`src/rtl/cross_bar_slave_mem_if.sv`:
```
// Request/response bundle between one crossbar slave port and its responder.
// The crossbar side uses the master modport, the responder the slave modport.
interface cross_bar_slave_mem_if #(
    parameter int ADDR_W = 32,
    parameter int DATA_W = 32
);
    logic              slave_req;
    logic [ADDR_W-1:0] slave_addr;
    logic              slave_cmd;
    logic [DATA_W-1:0] slave_wdata;
    logic              slave_ack;
    logic [DATA_W-1:0] slave_rdata;

    modport master (
        output slave_req, slave_addr, slave_cmd, slave_wdata,
        input  slave_ack, slave_rdata
    );

    modport slave (
        input  slave_req, slave_addr, slave_cmd, slave_wdata,
        output slave_ack, slave_rdata
    );
endinterface

```
`src/rtl/cross_bar_slave_mem.sv`:
```
// Crossbar slave-port responder: acks each request after WAIT_CYCLES wait states
// and serves reads/writes from a small word memory, with saturating statistics.
module cross_bar_slave_mem #(
    parameter int ADDR_W      = 32,
    parameter int DATA_W      = 32,
    parameter int MEM_DEPTH   = 16,
    parameter int WAIT_CYCLES = 2,
    parameter int CNT_W       = 16
) (
    input  logic                   clk,
    input  logic                   areset,
    cross_bar_slave_mem_if.slave   bus,
    output logic                   busy,
    output logic [CNT_W-1:0]       rd_cnt,
    output logic [CNT_W-1:0]       wr_cnt
);
    localparam int IDX_W = $clog2(MEM_DEPTH);
    localparam logic [7:0] WAIT_INIT = 8'(WAIT_CYCLES);

    typedef enum logic [1:0] {S_IDLE, S_WAIT, S_ACK} state_t;

    state_t            state;
    logic [7:0]        wait_cnt;
    logic              cmd_p0;
    logic [IDX_W-1:0]  idx_p0;
    logic [DATA_W-1:0] wdata_p0;
    logic [DATA_W-1:0] mem [MEM_DEPTH];
    logic [IDX_W-1:0]  req_idx;
    logic              unused_addr;

    // Byte address to word index; everything above the memory span aliases.
    assign req_idx     = bus.slave_addr[IDX_W+1:2];
    assign unused_addr = ^{bus.slave_addr[ADDR_W-1:IDX_W+2], bus.slave_addr[1:0]};

    function automatic logic [CNT_W-1:0] sat_inc(input logic [CNT_W-1:0] c);
        return (&c) ? c : c + 1'b1;
    endfunction

    // Capture stage: request fields are frozen for the whole transaction.
    always_ff @(posedge clk) begin
        if (state == S_IDLE && bus.slave_req) begin
            cmd_p0   <= bus.slave_cmd;
            idx_p0   <= req_idx;
            wdata_p0 <= bus.slave_wdata;
        end
    end

    always_ff @(posedge clk or posedge areset) begin
        if (areset) begin
            state           <= S_IDLE;
            wait_cnt        <= '0;
            bus.slave_ack   <= 1'b0;
            bus.slave_rdata <= '0;
            busy            <= 1'b0;
            rd_cnt          <= '0;
            wr_cnt          <= '0;
            for (int i = 0; i < MEM_DEPTH; i++) mem[i] <= '0;
        end else begin
            case (state)
                S_IDLE: begin
                    if (bus.slave_req) begin
                        wait_cnt <= WAIT_INIT;
                        busy     <= 1'b1;
                        if (WAIT_CYCLES == 0) begin
                            state           <= S_ACK;
                            bus.slave_ack   <= 1'b1;
                            bus.slave_rdata <= bus.slave_cmd ? '0 : mem[req_idx];
                        end else begin
                            state <= S_WAIT;
                        end
                    end
                end
                S_WAIT: begin
                    if (!bus.slave_req) begin
                        // Crossbar withdrew the request: drop it silently.
                        state    <= S_IDLE;
                        busy     <= 1'b0;
                        wait_cnt <= '0;
                    end else if (wait_cnt <= 8'd1) begin
                        state           <= S_ACK;
                        wait_cnt        <= '0;
                        bus.slave_ack   <= 1'b1;
                        bus.slave_rdata <= cmd_p0 ? '0 : mem[idx_p0];
                    end else begin
                        wait_cnt <= wait_cnt - 1'b1;
                    end
                end
                S_ACK: begin
                    state           <= S_IDLE;
                    busy            <= 1'b0;
                    bus.slave_ack   <= 1'b0;
                    bus.slave_rdata <= '0;
                    if (cmd_p0) begin
                        mem[idx_p0] <= wdata_p0;
                        wr_cnt      <= sat_inc(wr_cnt);
                    end else begin
                        rd_cnt <= sat_inc(rd_cnt);
                    end
                end
                default: begin
                    state         <= S_IDLE;
                    busy          <= 1'b0;
                    bus.slave_ack <= 1'b0;
                end
            endcase
        end
    end
endmodule

```
`src/flat_wrapper.sv`:
```
// flat-port wrapper written by rule: the top's interface ports become plain ports
module cross_bar_slave_mem_flat 
#(
    parameter int ADDR_W      = 32,
    parameter int DATA_W      = 32,
    parameter int MEM_DEPTH   = 16,
    parameter int WAIT_CYCLES = 2,
    parameter int CNT_W       = 16
)
  (clk, areset, busy, rd_cnt, wr_cnt, bus_slave_req, bus_slave_addr, bus_slave_cmd, bus_slave_wdata, bus_slave_ack, bus_slave_rdata);
  cross_bar_slave_mem_if #(.ADDR_W(ADDR_W), .DATA_W(DATA_W)) bus_i ();
  input  logic clk;
  input  logic areset;
  output logic busy;
  output logic [CNT_W-1:0] rd_cnt;
  output logic [CNT_W-1:0] wr_cnt;
  input wire logic [$bits(bus_i.slave_req)-1:0] bus_slave_req;
  input wire logic [$bits(bus_i.slave_addr)-1:0] bus_slave_addr;
  input wire logic [$bits(bus_i.slave_cmd)-1:0] bus_slave_cmd;
  input wire logic [$bits(bus_i.slave_wdata)-1:0] bus_slave_wdata;
  output wire logic [$bits(bus_i.slave_ack)-1:0] bus_slave_ack;
  output wire logic [$bits(bus_i.slave_rdata)-1:0] bus_slave_rdata;
  assign bus_i.slave_req = bus_slave_req;
  assign bus_i.slave_addr = bus_slave_addr;
  assign bus_i.slave_cmd = bus_slave_cmd;
  assign bus_i.slave_wdata = bus_slave_wdata;
  assign bus_slave_ack = bus_i.slave_ack;
  assign bus_slave_rdata = bus_i.slave_rdata;
  cross_bar_slave_mem #(.ADDR_W(ADDR_W), .DATA_W(DATA_W), .MEM_DEPTH(MEM_DEPTH), .WAIT_CYCLES(WAIT_CYCLES), .CNT_W(CNT_W)) u_core (.clk(clk), .areset(areset), .bus(bus_i), .busy(busy), .rd_cnt(rd_cnt), .wr_cnt(wr_cnt));
endmodule
```
`config.mk`:
```
export PLATFORM = sky130hd
export DESIGN_NAME = cross_bar_slave_mem_flat
export DESIGN_NICKNAME = d
export VERILOG_FILES = /design/src/rtl/cross_bar_slave_mem_if.sv /design/src/rtl/cross_bar_slave_mem.sv /design/src/flat_wrapper.sv
export SDC_FILE = /design/constraint.sdc
export NUM_CORES = 1
export LEC_CHECK = 0
export CORE_MARGIN = 2
export CORE_UTILIZATION = 55
export CTS_CLUSTER_DIAMETER = 100
export DETAILED_ROUTE_END_ITERATION = 8
export PLACE_DENSITY = 0.74
export SETUP_SLACK_MARGIN = 0.2
export SYNTH_ARGS = -nofsm -noshare
export SYNTH_HDL_FRONTEND = slang
export SYNTH_SLANG_ARGS = --single-unit
```
`constraint.sdc`:
```
create_clock -name clk -period 65.4 [get_ports clk]
set_clock_uncertainty 0.2 [all_clocks]
set_input_delay 16.35 -clock clk [delete_from_list [all_inputs] [get_ports clk]]
set_output_delay 16.35 -clock clk [all_outputs]
set_load 0.05 [all_outputs]
```
**Yosys cells after proc, flatten, opt, wreduce, memory -nomap -nowiden**

Cells that the tools add are included.

- Bits in registers: 625
- Bits in latches: 0
- Memory bits (writable): 0
- Bits in read-only memories: 0
- Memories: 0

- Add/sub/neg operators: 3
- $mul: 0
- Divide/modulo/power cells: 0
- $lt $le $gt $ge: 3
- Equal/unequal tests: 7
- Shift operators: 0
- Multiplexer cells: 24
- Bitwise operators: 5
- Reductions and logical operators: 15

Operator list:

| cell | number |
|---|---|
| 512-bit bitwise mux | 1 |
| 32-bit two-way mux | 6 |
| 32-bit binary-select mux with 4-bit select | 1 |
| 32-bit demux with 4-bit select | 1 |
| 32-bit one-hot mux with 2 select lines | 1 |
| 16-bit by 1-bit adder with 16-bit output, second input constant | 2 |
| 16-bit AND reduction | 2 |
| 8-bit two-way mux | 3 |
| 8-bit one-hot mux with 2 select lines | 1 |
| 3-bit AND reduction | 4 |
| 8-bit by 1-bit less-or-equal comparator with 1-bit output, second input constant | 1 |
| 2-bit AND reduction | 4 |
| 8-bit by 1-bit subtractor with 8-bit output, second input constant | 1 |
| 2-bit two-way mux | 3 |
| 2-bit inequality test, second input constant | 3 |
| 5-bit greater-or-equal comparator, second input constant | 1 |
| 5-bit by 1-bit < comparator with 1-bit output, second input constant | 1 |
| 4-bit NOT with 5-bit output | 1 |
| 1-bit two-way mux | 4 |
| 1-bit NOT | 4 |
| 1-bit one-hot mux with 2 select lines | 2 |
| 2-bit one-hot mux with 2 select lines | 1 |
| 2-bit nonzero test | 2 |
| 3-bit by 2-bit inequality test with 1-bit output, second input constant | 1 |
| other kinds (5) | 6 |

**Depth between registers and ports, before layout**

Gate-level depths: netlist of the first run.

- Depth after elaboration: 8
- Mapped depth: 8
- Gate-level depth less buffers: 6

**Worst setup path after synthesis of the first run**

OpenSTA, ideal clock, no wires.

- Path type: input to register
- From: in bus_slave_req
- To: reg u_core.cmd_p0 (enable)
- Library setup time: 431 ps
- Arrival time: 18000 ps
- Data required time: 64769 ps
- Setup slack: 46769 ps
- Cell stages on the path: 2
- Path buffers: 0
- Cells stage by stage: nand2_1 > nor2_1

- Word-level cells in the longest chain between the ends: 1

Ends and longest elaborated chain:

| what | line | text |
|---|---|---|
| start: declaration | flat_wrapper.sv:17 | `input wire logic [$bits(bus_i.slave_req)-1:0] bus_slave_req;` |
| 1-bit logical AND | cross_bar_slave_mem.sv:41 | `if (state == S_IDLE && bus.slave_req) begin` |
| end signal: assignment | cross_bar_slave_mem.sv:42 | `cmd_p0 <= bus.slave_cmd;` |
| end: declaration | cross_bar_slave_mem.sv:24 | `logic cmd_p0;` |

No other way between the ends.
A chain may end at the register's enable or synchronous reset.

==> impl_metrics.ini, run 1 <==
[run_status]
status = completed

[clock_network]
cts.path.max_buffers = 3
cts_tree = built
cts_num_sinks = 625
clk_pin_slew_ns = 0.06
cts_max_level = 3
cts_buffers = 67
clk_latency_ns = 0.60
cts_resized = 0
cts-root-buf = clkbuf_16
post_cts_buffers = 0
hold_buffers = 0

[drt]
wl_per_cell_um = 24.80
drt_pre_antenna_iters = 7
num_vias = 15570
initialDrtViolationCount = 949
via_per_inst = 6.204
totalWireLength_mm = 62.25
ant_nets = 0
drc = 0

[pwr]
intPower_w = 0.0007445
leakage_nw = 14.67
p_clk_frac = 0.369
seqPwrFrac = 0.476
total_power_w = 0.001017
pwr_density_cell_mw_per_mm2 = 32.49
pwr-share-comb = 0.155
irDropWorstVdd_mv = 0.02763
p_sw_w = 0.0002729
swShare = 0.2683

[synthesis]
synth.area.mux_share = 0.3409
synthArstFlopShare = 0.9408
yosys.area_share.simple = 0.02374
yosys_warnings = 0
syn_inst = 1725
synth_seq_area_share = 0.5763
synth_ff_type = dfrtp_1
synth.avg_cell_area_um2 = 15.92
ys_types = 53
synth_top_area_share = 0.5359
synthMostInstantiatedCell = dfrtp_1
syn_nets = 1797
synth-xor-area-share = 0.01053
synthAdderAreaFrac = 0.001823
yosys-top-cells-count = 588 x dfrtp_1, 546 x mux2_2, 128 x mux4_2
synth_compound_area_frac = 0.02306
yosysTopAreaCell = dfrtp_1
syn_area_mm2 = 0.02746
synth_top_family_by_area = multiplexers
ys_ff_latch = 625
synth-edff-count = 37
synthTopCellsByArea = dfrtp_1 54%, mux2_2 22%, mux4_2 10%

[place]
globalplace.congestion = 0.7751
dp_hpwl_mm = 33.81
numPortBuffers = 105
dp_slack_ns = 45.57

[timing]
final.setup.tns_ns = 0
finalHoldViolCount = 0
drv_slew = 0
rsz0062_at_grt = no
finalCritPeriodShare = 0.2926
setup_viol = 0
fmax_mhz = 52.26
relSlewSlack = 0.2709
hold_ws_ns = 0.2937
setup_slack_ns = 46.26
worst_slew_pin_slew_ns = 1.094
min_period_ns = 19.14

[finish]
fillers = 3571
ff_latch_area_mm2 = 0.01583
n_antenna_cell = 0
multi_input_comb_area_mm2 = 0.01113
nets = 1866
layout-drive-gt1-share = 0.4491
syn_to_final_growth_pct = 14.05

[setup_path]
cp-end-kind = asynchronous set/reset pin
crit_slowest_cell = buf_4
required_ns = 65.79
path_class = in -> async
path_buf_inv = 4
crit_fanout = 133
arrival_ns = 19.53
crit_family = buffers and inverters
critical_path.most_common_cell = buf_4
cp-start-kind = input pin
cp_cell_sequence = clkdlybuf4s50_1 > inv_8 > buf_4 > buf_4
cpPeakStageDelay_ns = 0.94

[floorplan]
ios = 134
die_h_um = 227.4
core_area_mm2 = 0.04915
dieArea_mm2 = 0.05173
initial_utilization = 0.5586
die_x_um = 227.4
rows = 81

[grt]
grt_pass1_wl_mm = 97.18
grt_use_total = 0.2516
grt_max_degree = 168
antenna_found_initial = 1
grt_pass1_vias = 16310
grt-ovfl-total = 0

[worst_hold_path]
hold_class = reg -> reg

[job]
maxCapViolCount = 0
==> per-layer routing <==
metal,up-vias,global-route usage,part of all wire
met5,-,0,0
met4,0,0.06684,0.021
met3,92,0.04504,0.053
met2,413,0.4092,0.49
met1,8479,0.3538,0.44
li1,6588,-,-
==> sequential cells by signal, indices dropped and copies added (netlist names) <==
| name | count |
|---|---|
| u_core.wait_cnt | 8 |
| u_core.mem | 512 |
| u_core.idx_p0 | 4 |
| u_core.rd_cnt | 16 |
| u_core.bus.slave_rdata | 32 |
| u_core.state | 2 |
| u_core.cmd_p0 | 1 |
| u_core.bus.slave_ack | 1 |
| u_core.wdata_p0 | 32 |
| u_core.busy | 1 |
| u_core.wr_cnt | 16 |
==> cells in the final DEF, fill, tap and decap left out, drive strengths merged, types with 4 or more instances in the layout <==
cell and instances:
mux2i 33, mux2 546, ha 4, and4 4, a21oi 12, xor2 24, buf 30, nor3 4
nor2 33, clkbuf 109, inv 11, clkinv 4, edfxtp 37, nand3 17, o21ai 35, a32oi 31
nand2 23, and3 4, a211oi 4, nand4 10, clkdlybuf4s50 105, dfrtp 588, xnor2 9, mux4 128
==> per-stage QoR <==
stage | util | cells | instance area (µm²)
3_5_place_dp | 0.5925 | 2389 | 29130
6_report | 0.6371 | 2510 | 31320
3_3_place_gp | 0.5925 | 2389 | 29130
2_1_floorplan | - | 1725 | 27460
4_1_cts | 0.6371 | 2510 | 31320
5_1_grt | 0.6371 | 2510 | 31320
==> power groups by stage <==
stage | Clock, W | Combinational, W | Sequential [W]
2_1_floorplan | 0 | 0.000119 | 0.000480
3_3_place_gp | 0 | 0.000155 | 0.000485
3_5_place_dp | 0 | 0.000159 | 0.000490
4_1_cts | 0.000382 | 0.000160 | 0.000483
5_1_grt | 0.000400 | 0.000170 | 0.000491
6_report | 0.000375 | 0.000158 | 0.000484
==> final cells by class <==
cell class	instances	share of cell area
sequential	625	0.5054
multi-input combinational	959	0.3553
clock buffer	109	0.06537
timing repair buffer	135	0.04195
tap	664	0.02653
clock inverter	12	0.004555
inverter	6	0.0009589
==> cell families (layout without fill, tap and decap cells) <==
| family | Yosys count | count (layout) |
|---|---|---|
| and+or+nand+nor | 122 | 122 |
| adders and majority gates | 4 | 4 |
| AOI/OAI and AO/OA | 93 | 93 |
| buffers and inverters | 141 | 262 |
| xor gates and xnor gates | 33 | 33 |
| DFF | 625 | 625 |
| muxes | 707 | 707 |
==> worst paths after layout <==
path                       cells after the start  slack, ns                          start                                    end
min                                            1       0.29  u_core.rd_cnt[10]$_DFFE_PP0P_          u_core.rd_cnt[10]$_DFFE_PP0P_
max                                            4      46.26                         areset            u_core.mem[404]$_DFFE_PP0P_
max reg2reg                                    6      61.98     u_core.idx_p0[0]$_DFFE_PP_            u_core.mem[347]$_DFFE_PP0P_
max in group clk                               6      46.52                  bus_slave_req  u_core.bus.slave_rdata[8]$_DFFE_PP0P_
min reg2reg                                    1       0.29  u_core.rd_cnt[10]$_DFFE_PP0P_          u_core.rd_cnt[10]$_DFFE_PP0P_
min in group asynchronous                      2      16.15                         areset            u_core.mem[488]$_DFFE_PP0P_
(Power assumes the default switching activity.)
==> inputs of run 2 (changes only) <==
--- a/config.mk
+++ b/config.mk
@@ -9,7 +9,7 @@
 export CORE_UTILIZATION = 55
 export CTS_CLUSTER_DIAMETER = 100
 export DETAILED_ROUTE_END_ITERATION = 8
-export PLACE_DENSITY = 0.74
+export PLACE_DENSITY = 0.77
 export SETUP_SLACK_MARGIN = 0.2
 export SYNTH_ARGS = -nofsm -noshare
 export SYNTH_HDL_FRONTEND = slang
==> constraint.sdc (replaced) <==
create_clock -name clk -period 15.9 [get_ports clk]
set_clock_uncertainty 0.2 [all_clocks]
set_input_delay 3.975 -clock clk [delete_from_list [all_inputs] [get_ports clk]]
set_output_delay 3.975 -clock clk [all_outputs]
set_load 0.05 [all_outputs]
==> run 2 against run 1 <==
Sequential share of layout area is 0.079 points higher; worst hold slack lost 0.0038 ns; combinational power rose to 4.1 times the previous value; sequential power rose to 4.1 times the previous value; critical path depth up 1; cell count barely moved; wire length rose by 1.7%; worst setup slack got worse by 38 ns; die area unchanged; core utilization fell by 0.099 points; clock power increased to 4.0 times the previous value; global-route usage is 0.67 points higher; critical path type unchanged; critical endpoint is now u_core.mem[120]$_DFFE_PP0P_.
==> impl_metrics.ini, run 2 (synthesized netlist as in run 1, its figures left out) <==
[timing]
min_period_ns = 7.251
setup_viol = 0
drv_slew = 0
relSlewSlack = 0.2483
fmax_mhz = 137.9
finalHoldViolCount = 0
hold_ws_ns = 0.2899
setup_slack_ns = 8.649
rsz0062_at_grt = no
worst_slew_pin_slew_ns = 1.127
finalCritPeriodShare = 0.4561
final.setup.tns_ns = 0

[finish]
final_cell_mix = 588 x dfrtp_1, 546 x mux2_2, 128 x mux4_2
largestRegisters = u_core.mem: 512 flops, u_core.bus.slave_rdata: 32 flops, u_core.wdata_p0: 32 flops
largest_reg_flops = 512
final_common_cell = dfrtp_1
layout-drive-gt1-share = 0.4481
syn_to_final_growth_pct = 13.87
nets = 1869
top_register = u_core.mem
n_antenna_cell = 0

[place]
dp_slack_ns = 7.866
numPortBuffers = 105
globalplace.congestion = 0.7634
dp_hpwl_mm = 35.00

[grt]
grt_pass1_vias = 16730
grt-ovfl-total = 0
antenna_found_initial = 0
grt_max_degree = 119
grt_use_total = 0.2583
grt_pass1_wl_mm = 99.82

[drt]
num_vias = 15620
via_per_inst = 6.219
drc = 0
drt_pre_antenna_iters = 6
ant_nets = 0
totalWireLength_mm = 63.29
wl_per_cell_um = 25.19
initialDrtViolationCount = 1143

[clock_network]
hold_buffers = 0
post_cts_buffers = 0
cts_max_level = 3
cts_buffers = 66
clk_latency_ns = 0.61
cts.path.max_buffers = 3
clk_pin_slew_ns = 0.05
cts_resized = 0
cts_num_sinks = 625
cts-root-buf = clkbuf_16
cts_tree = built

[floorplan]
dieArea_mm2 = 0.05173
core_area_mm2 = 0.04915
die_x_um = 227.4
rows = 81
die_h_um = 227.4
initial_utilization = 0.5586
ios = 134

[run_status]
status = completed

[setup_path]
arrival_ns = 7.61
path_class = in -> async
cp-start-kind = input pin
cp-end-kind = asynchronous set/reset pin
regToRegSetupSlack_ns = 12.48
crit_fanout = 88
required_ns = 16.26

[worst_hold_path]
hold_class = reg -> reg

[pwr]
irDropWorstVdd_mv = 0.08464
pwr_density_cell_mw_per_mm2 = 132.9
total_power_w = 0.004156
leakage_nw = 14.65

[job]
maxCapViolCount = 0
[run 2: worst paths after layout]
| path | start | to | depth (start not counted) |
|---|---|---|---|
| worst max-delay path | areset | u_core.mem[120]$_DFFE_PP0P_ | 5 |
| worst min-delay path | u_core.rd_cnt[13]$_DFFE_PP0P_ | u_core.rd_cnt[13]$_DFFE_PP0P_ | 1 |
| min in group asynchronous | areset | u_core.bus.slave_rdata[8]$_DFFE_PP0P_ | 2 |
| max in group clk | bus_slave_req | u_core.bus.slave_rdata[9]$_DFFE_PP0P_ | 7 |
| worst min register to register | u_core.rd_cnt[13]$_DFFE_PP0P_ | u_core.rd_cnt[13]$_DFFE_PP0P_ | 1 |
| worst max register to register | u_core.idx_p0[2]$_DFFE_PP_ | u_core.mem[293]$_DFFE_PP0P_ | 4 |
[run 2: area by class of cell]
cell class | count | area, µm²
clock buffers | 99 | 1918
clock inverters | 20 | 211.5
fillers | 3518 | 17890
repair buffers | 139 | 1331
multi-input cells | 959 | 11120
well taps | 664 | 830.8
inverters | 6 | 26.28
flip-flops and latches | 625 | 15830
[run 2: worst max-delay path: stages]
cell and delay (ns):
clkdlybuf4s50_1 0.44, clkinvlp_4 0.55, buf_4 0.69, buf_4 0.85
buf_4 0.95
[run 2: through the flow]
stage	instances	cell area (µm²)	utilization
final	2512	31270	0.6361
after global routing	2512	31270	0.6361
after floorplan	1725	27460	-
after global placement	2393	29140	0.5928
after CTS	2512	31270	0.6361
after detailed placement	2393	29140	0.5928
[run 2: where the power goes]
group | total [W] | switching (W) | internal (W)
clock | 0.00151 | 0.000626 | 0.000887
combinational | 0.000651 | 0.000325 | 0.000326
sequential | 0.00199 | 0.000172 | 0.00182
total | 0.00416 | 0.00112 | 0.00303
[run 2: per-layer routing]
metal  track usage  wire, µm
met1        0.3601     27500
met2        0.4166     30780
met3       0.04659      3327
met4       0.08265      1677
met5             0         0
==> inputs of run 3 (changes only) <==
--- a/config.mk
+++ b/config.mk
@@ -9,7 +9,7 @@
 export CORE_UTILIZATION = 55
 export CTS_CLUSTER_DIAMETER = 100
 export DETAILED_ROUTE_END_ITERATION = 8
-export PLACE_DENSITY = 0.77
+export PLACE_DENSITY = 0.74
 export SETUP_SLACK_MARGIN = 0.2
 export SYNTH_ARGS = -nofsm -noshare
 export SYNTH_HDL_FRONTEND = slang
==> constraint.sdc (replaced) <==
create_clock -name clk -period 7 [get_ports clk]
set_clock_uncertainty 0.2 [all_clocks]
set_input_delay 1.75 -clock clk [delete_from_list [all_inputs] [get_ports clk]]
set_output_delay 1.75 -clock clk [all_outputs]
set_load 0.05 [all_outputs]
==> run 3 against run 2 <==
Critical path depth decreased by 4; clock power increased by 120%; worst hold slack about the same; sequential power increased by 130%; core utilization decreased by 0.053 points; die area unchanged; non-clock buffer count unchanged; wire length decreased by 1.2%; combinational power increased by 130%; cell count decreased by 0.12%.
==> impl_metrics.ini, run 3 (synthesized netlist as in run 1, its figures left out) <==
[floorplan]
core_area_mm2 = 0.04915
die_x_um = 227.4
ios = 134
die_h_um = 227.4
dieArea_mm2 = 0.05173
initial_utilization = 0.5586
rows = 81

[job]
maxCapViolCount = 0

[clock_network]
cts_max_level = 3
post_cts_buffers = 0
cts_num_sinks = 625
cts-root-buf = clkbuf_16
cts.path.max_buffers = 3
clk_latency_ns = 0.59
cts_resized = 0
clk_pin_slew_ns = 0.06
cts_buffers = 66
hold_buffers = 0
cts_tree = built

[timing]
worst_slew_pin_slew_ns = 1.092
relSlewSlack = 0.2722
finalHoldViolCount = 0
rsz0062_at_grt = no
finalCritPeriodShare = 0.5522
drv_slew = 0
fmax_mhz = 258.7
setup_viol = 0
min_period_ns = 3.865
hold_ws_ns = 0.2895

[pwr]
leakage_nw = 14.64
irDropWorstVdd_mv = 0.1992
pwr_density_cell_mw_per_mm2 = 300.1

[worst_hold_path]
hold_class = reg -> reg

[drt]
via_per_inst = 6.206
initialDrtViolationCount = 982
drc = 0
num_vias = 15570
wl_per_cell_um = 24.91
totalWireLength_mm = 62.51
ant_nets = 0
drt_pre_antenna_iters = 4

[finish]
n_antenna_cell = 0
final_common_cell = dfrtp_1
fin_area_mm2 = 0.03124
nets = 1869
fin_cells = 2509
largest_reg_flops = 512
syn_to_final_growth_pct = 13.78
largestRegisters = u_core.mem: 512 flops, u_core.bus.slave_rdata: 32 flops, u_core.wdata_p0: 32 flops
fillers = 3544
top_register = u_core.mem
final_cell_mix = 588 x dfrtp_1, 546 x mux2_2, 128 x mux4_2
layout-drive-gt1-share = 0.4482

[setup_path]
required_ns = 5.05
cp-start-kind = flop
cp-end-kind = output port
crit_slowest_cell = clkdlybuf4s50_1
cpPeakStageDelay_ns = 0.87
crit_family = buffers and inverters
crit_fanout = 2
path_class = reg -> out
arrival_ns = 1.92
cp_cell_sequence = clkdlybuf4s50_1
path_buf_inv = 1

[place]
dp_hpwl_mm = 34.87
dp.cells = 2393
placed_area_mm2 = 0.02916
globalplace.congestion = 0.7875
numPortBuffers = 105

[grt]
grt_pass1_vias = 16440
grt_max_degree = 166
grt_use_total = 0.2527
antenna_found_initial = 0
grt-ovfl-total = 0
grt_pass1_wl_mm = 97.41

[run_status]
status = completed
run 3: cell count changes in the layout (fill, tap and decap cells not counted), sizes merged:
cell,change
clkbuf,+3
clkinv,-5
bufinv,-1
run 3: where the power goes:
group	internal (W)	total (W)	switching, W
Combinational	0.000741	0.00147	0.000726
Clock	0.00199	0.00337	0.00138
Sequential	0.00414	0.00454	0.000400
Total	0.00687	0.00938	0.00251
run 3: worst paths after layout:
| kind | from | end | slack (ns) | cells after the start |
|---|---|---|---|---|
| worst max-delay path | u_core.bus.slave_rdata[25]$_DFFE_PP0P_ | bus_slave_rdata[25] | 3.13 | 1 |
| worst min-delay path | u_core.rd_cnt[6]$_DFFE_PP0P_ | u_core.rd_cnt[6]$_DFFE_PP0P_ | 0.29 | 1 |
| worst max register to register | u_core.idx_p0[2]$_DFFE_PP_ | u_core.bus.slave_rdata[27]$_DFFE_PP0P_ | 3.30 | 6 |
| worst min register to register | u_core.rd_cnt[6]$_DFFE_PP0P_ | u_core.rd_cnt[6]$_DFFE_PP0P_ | 0.29 | 1 |
| max in group asynchronous | areset | u_core.mem[286]$_DFFE_PP0P_ | 3.72 | 3 |
| min in group asynchronous | areset | u_core.mem[228]$_DFFE_PP0P_ | 1.53 | 2 |
run 3: metrics by stage:
stage	power (W)	setup TNS (ns)	worst slack (ns)	util
after global routing	0.009776	0	3.065	0.6356
after detailed placement	0.006063	0	2.636	0.5933
after floorplan	0.005602	-1743.64	-2.965	-
final	0.009376	0	3.135	0.6356
after global placement	0.005993	0	2.683	0.5933
after CTS	0.009451	0	3.107	0.6356
run 3: cell type report:
type	instances	area, µm²	share of cell area
flip-flops and latches	625	15830	0.5066
multi-input cells	959	11120	0.3561
clock buffers	102	1951	0.06244
repair buffers	139	1356	0.04342
well taps	664	830.8	0.02659
clock inverters	14	127.6	0.004085
inverters	6	26.28	0.0008411
run 3: metal layers:
metal / up-vias / global-route usage / part of all wire
met5: - / 0 / 0
met4: 0 / 0.07421 / 0.028
met3: 116 / 0.04853 / 0.048
met2: 387 / 0.3959 / 0.47
met1: 8467 / 0.3637 / 0.46
li1: 6600 / - / -
